--- src/rtl/rgbw_sbit2wrd.sv ---
// rtl/rgbw_sbit2wrd.sv - serial bit to pixel word assembler with output FIFO
// Optional pixel counter enabled by defining RGBW_SBIT2WRD_PIXCNT_EN.
module rgbw_sbit2wrd #(
    parameter int NUM_CHAN   = 3,
    parameter int CHAN_BITS  = 8,
    parameter int FIFO_DEPTH = 4,
    parameter int MSB_FIRST  = 1
) (
    input  logic                            clk,
    input  logic                            rst,
    input  logic                            strobe,
    input  logic                            sbit_value,
    input  logic                            stream_reset,
    output logic [NUM_CHAN*CHAN_BITS+7:0]   out_word,
    output logic                            out_valid,
    input  logic                            out_ready,
    output logic                            overflow
`ifdef RGBW_SBIT2WRD_PIXCNT_EN
    ,
    output logic [15:0]                     pix_count
`endif
);
    localparam int DATA_W = NUM_CHAN * CHAN_BITS;
    localparam int WORD_W = DATA_W + 8;
    localparam int BC_W   = (DATA_W > 1) ? $clog2(DATA_W) : 1;
    localparam int PTR_W  = $clog2(FIFO_DEPTH);
    localparam int CNT_W  = PTR_W + 1;
    localparam logic [BC_W-1:0] TOP = BC_W'(DATA_W - 1);

    logic [BC_W-1:0]   bcount;
    logic [DATA_W-1:0] shreg;
    logic              strobe_seen;
    logic [WORD_W-1:0] mem [FIFO_DEPTH];
    logic [PTR_W-1:0]  rd_ptr, wr_ptr, rd_next;
    logic [CNT_W-1:0]  count, count_next;

    logic              ev, ev_bit, ev_sr, last_bit, push_req, push, pop, full;
    logic [BC_W-1:0]   bit_pos;
    logic [DATA_W-1:0] data_next;
    logic [WORD_W-1:0] push_word;

    always_comb begin
        ev        = strobe && !strobe_seen;
        ev_bit    = ev && !stream_reset;
        ev_sr     = ev && stream_reset;
        last_bit  = (bcount == TOP);
        bit_pos   = (MSB_FIRST != 0) ? (TOP - bcount) : bcount;
        data_next = shreg;
        if (ev_bit) begin
            data_next[bit_pos] = sbit_value;
        end
        push_req = ev_sr || (ev_bit && last_bit);
        if (ev_sr) begin
            push_word = (bcount == '0) ? {8'hC0, {DATA_W{1'b0}}} : {8'hE0, shreg};
        end else begin
            push_word = {8'h80, data_next};
        end
        full       = (count == CNT_W'(FIFO_DEPTH));
        out_valid  = (count != '0);
        pop        = out_valid && out_ready;
        push       = push_req && (!full || pop);
        rd_next    = pop ? rd_ptr + PTR_W'(1) : rd_ptr;
        count_next = count + CNT_W'(push) - CNT_W'(pop);
    end

    // Storage array carries no reset; only pointers define its contents.
    always_ff @(posedge clk) begin
        if (push) begin
            mem[wr_ptr] <= push_word;
        end
    end

    always_ff @(posedge clk) begin
        if (rst) begin
            strobe_seen <= 1'b0;
            bcount      <= '0;
            shreg       <= '0;
            rd_ptr      <= '0;
            wr_ptr      <= '0;
            count       <= '0;
            out_word    <= '0;
            overflow    <= 1'b0;
        end else begin
            strobe_seen <= strobe;
            if (push_req) begin
                bcount <= '0;
                shreg  <= '0;
            end else if (ev_bit) begin
                bcount <= bcount + BC_W'(1);
                shreg  <= data_next;
            end
            if (push) begin
                wr_ptr <= wr_ptr + PTR_W'(1);
            end
            if (push_req && !push) begin
                overflow <= 1'b1;
            end
            rd_ptr <= rd_next;
            count  <= count_next;
            // The head register bypasses the array when the new head is being written now.
            if (count_next != '0) begin
                out_word <= (push && (wr_ptr == rd_next)) ? push_word : mem[rd_next];
            end
        end
    end

`ifdef RGBW_SBIT2WRD_PIXCNT_EN
    always_ff @(posedge clk) begin
        if (rst) begin
            pix_count <= '0;
        end else if (ev_sr) begin
            pix_count <= '0;
        end else if (ev_bit && last_bit && (pix_count != 16'hFFFF)) begin
            pix_count <= pix_count + 16'd1;
        end
    end
`endif

endmodule
--- config.mk ---
export PLATFORM = sky130hd
export DESIGN_NAME = rgbw_sbit2wrd
export DESIGN_NICKNAME = d
export VERILOG_FILES = /design/src/rtl/rgbw_sbit2wrd.sv
export SDC_FILE = /design/constraint.sdc
export NUM_CORES = 1
export LEC_CHECK = 0
export ABC_CLOCK_PERIOD_IN_PS = 3600
export CELL_PAD_IN_SITES_DETAIL_PLACEMENT = 0
export CELL_PAD_IN_SITES_GLOBAL_PLACEMENT = 1
export CORE_UTILIZATION = 43
export CTS_CLUSTER_DIAMETER = 120
export DETAILED_ROUTE_END_ITERATION = 8
export PLACE_DENSITY_LB_ADDON = 0.1
export SLEW_MARGIN = 5
export SYNTH_ARGS = -nofsm -noshare
export SYNTH_HDL_FRONTEND = slang
export SYNTH_SLANG_ARGS = --single-unit
--- constraint.sdc ---
create_clock -name clk -period 3.6 [get_ports clk]
set_input_delay 0.9 -clock clk [delete_from_list [all_inputs] [get_ports clk]]
set_output_delay 0.9 -clock clk [all_outputs]
set_load 0.02 [all_outputs]
==> results.py <==
metrics = {
    "floorplan": {
        "chipHeight_um": 141,
        "fp.dieArea_sq_um": 19800,
        "io_pins": 40,
        "die_w_um": 141,
        "num_rows": 50,
        "start_util_pct": 44.0,
        "coreArea_sq_um": 18800,
    },
    "worst_setup_path": {
        "r2r_cells": 13,
        "arrival_ns": 3.64,
        "ff2ff_setup_slack_ns": 0.28,
        "path_class": "flip-flop to flip-flop",
        "reg2reg_from": "bcount[0]",
        "endpoint_kind": "flip-flop",
        "worst_setup_path_start_kind": "flip-flop",
        "crit_required_ns": 3.92,
        "critPathMaxFanout": 11,
        "critPathLaunch": "bcount[0]",
    },
    "clock_tree": {
        "cts_tree": "done",
        "cts_hold_buf": 0,
        "clk_pin_slew_ns": 0.06,
        "clock_latency_ns": 0.42,
        "clock_sinks": 169,
        "cts_root_buf": "clkbuf_16",
        "htreeDepth": 4,
        "cts-buffers-inserted": 17,
        "cts_buffer_depth": 2,
    },
    "global_routing": {
        "overflow": 0,
        "grt_pass1_wl_mm": 35.4,
        "grt_max_degree": 71,
        "grt_usage_pct": 24.0,
        "grt_pass1_vias": 6369,
        "antenna_found_initial": 0,
    },
    "power_and_ir_drop": {
        "power_density_nw_per_um2": 742,
        "p_leak_nw": 3.27,
        "max-vdd-ir-drop_mv": 0.607,
        "total_power_mw": 7.23,
    },
    "synthesis": {
        "synth_top_area_share_pct": 37.7,
        "yosysTopAreaCell": "edfxtp_1",
        "yosysMostFrequentCell": "edfxtp_1",
        "yosys_warnings": 0,
        "syn_avg_cell_area_sq_um": 10.2,
        "synth_edf_count": 104,
        "synth_cell_types": 57,
        "synth_area_leaders": "edfxtp_1 38%, dfxtp_1 16%, nor3_1 5.5%, a211oi_1 3.3%, nand3_1 3.2%",
        "synth_commonest_cells": "104 x edfxtp_1, 91 x nor3_1, 67 x nand2_1",
        "async_flop_share_pct": 0,
        "synthCells": 816,
        "synth-seq-cells": 169,
        "synth.yosys.seq_area_share_pct": 53.3,
        "ys.flop_type": "edfxtp_1",
        "syn_area_sq_um": 8290,
    },
    "finish": {
        "syn2layout_area_growth_pct": 17.5,
        "layout.nets": 859,
        "fillCellCount": 1683,
        "insertedDiodeCount": 0,
        "drive_above_1_share_pct": 14.2,
        "fin_cells": 1115,
    },
    "timing": {
        "maxSlewHeadroom_pct": 33.8,
        "worst_slew_pin_slew_ns": 0.992,
        "skew_ns": 0.00902,
        "min_period_ns": 3.32,
        "hold_viol_final": 0,
        "max_freq_mhz": 301,
        "drv_slew": 0,
        "setup_violations": 0,
        "tns_ns": 0,
        "period_share_pct": 92.2,
        "rsz0062_at_grt": "no",
    },
    "hold_path": {
        "hp-class": "flip-flop to flip-flop",
        "min_from": "shreg[0]",
        "hold_depth": 2,
    },
    "route": {
        "ant_nets": 0,
        "vias_per_cell": 6.01,
        "dr_total_vias": 6705,
        "drt-wirelength-per-cell_um": 20.9,
        "drt_wl_total_mm": 23.3,
        "drtPass1Iterations": 7,
        "drcViolationCount": 0,
        "dr.first_iter.drc_count": 629,
    },
    "place": {
        "dp.cells": 1078,
        "io_buffers": 34,
        "dp_hpwl_mm": 13.8,
        "finalWeightedCongestion": 0.766,
    },
    "status": {
        "outcome": "completed",
    },
    "run": {
        "drv_cap": 0,
    },
}
## layout by cell type, fill, tap and decap left out, drive strengths merged, types with 4 or more instances in the layout
master	n
edfxtp	104
nor3	92
nand2	67
dfxtp	65
nand3	53
nor2	51
buf	46
a211oi	37
o21ai	34
a21oi	33
clkdlybuf4s50	31
mux2i	22
o211ai	21
clkbuf	21
inv	16
a311oi	15
a31o	11
ha	10
mux2	8
or3	8
xnor2	7
o211a	7
o221a	5
o31a	5
conb	5
clkinvlp	5
o31ai	5
nor2b	4
nor3b	4
nand2b	4
a21o	4
and3	4
a31oi	4
nand4	4
nor4bb	4
clkinv	4
## power breakdown
group	switching (mW)	internal, mW
Clock	0.762	1.02
Sequential	0.197	2.23
Combinational	1.76	1.26
## flip-flops by register name, indices dropped and copies added, names as in the netlist
register,cells
strobe_seen,1
out_word,27
wr_ptr,2
overflow,1
count,3
mem,104
rd_ptr,2
shreg,24
bcount,5
## final timing paths
kind	endpoint
worst max-delay path	out_word[2]
worst min-delay path	shreg[0]
worst max register to register	out_word[2]
worst min register to register	shreg[0]
## timing repair
action / CTS / global route
gates resized for setup: 1 / 8
endpoints found under the hold margin: 0 / 0
setup endpoints to repair: 9 / 27
cloned: 0 / 2
pin swaps: 0 / 4
setup buffers: 0 / 3
## logic make-up after synthesis
kind of cell | synth area share [%]
compound gates | 17.2
fa+ha+maj | 1.75
other cells | 0.0452
simple gates | 17.9
xor+xnor | 1.22
buf+inv | 4.81
mux | 3.74
flops | 53.3
## through the flow
stage / hold WS, ns / cell area [sq um] / util [%] / setup WS [ns]
after global placement: 0.413 / 9080 / 48.2 / -0.411
after detailed placement: 0.416 / 9080 / 48.2 / -0.480
after CTS: 0.427 / 9650 / 51.3 / 0.0189
after floorplan: 0.405 / 8330 / - / 0.00184
final: 0.429 / 9750 / 51.8 / 0.280
after global routing: 0.437 / 9750 / 51.8 / 0.0418
## cell type report
cell class,instances,area [sq um],share of cell area [%]
clock inverters,14,146,1.50
multi-input cells,559,3550,36.4
inverters,13,48.8,0.501
clock buffers,18,429,4.40
flip-flops and latches,169,4430,45.4
repair buffers,82,823,8.45
well taps,260,325,3.34
## critical path, stage by stage (launching register included)
cell	delay, ns
dfxtp_1	0.43
ha_1	0.21
nor4bb_4	0.32
a21oi_2	0.12
nor2_2	0.11
inv_1	0.05
ha_1	0.26
inv_1	0.04
ha_1	0.18
fa_1	0.37
xnor3_1	0.21
or3_4	0.46
buf_12	0.18
a311oi_1	0.26
## per-layer routing
layer,share of wire (%),global-route usage (%),up-vias
met3,5.9,4.01,26
met5,0,0,-
met1,45,32.1,3302
li1,-,-,3142
met4,1.9,9.50,0
met2,47,38.8,235
No activity file was read; power rests on OpenSTA's default activity.
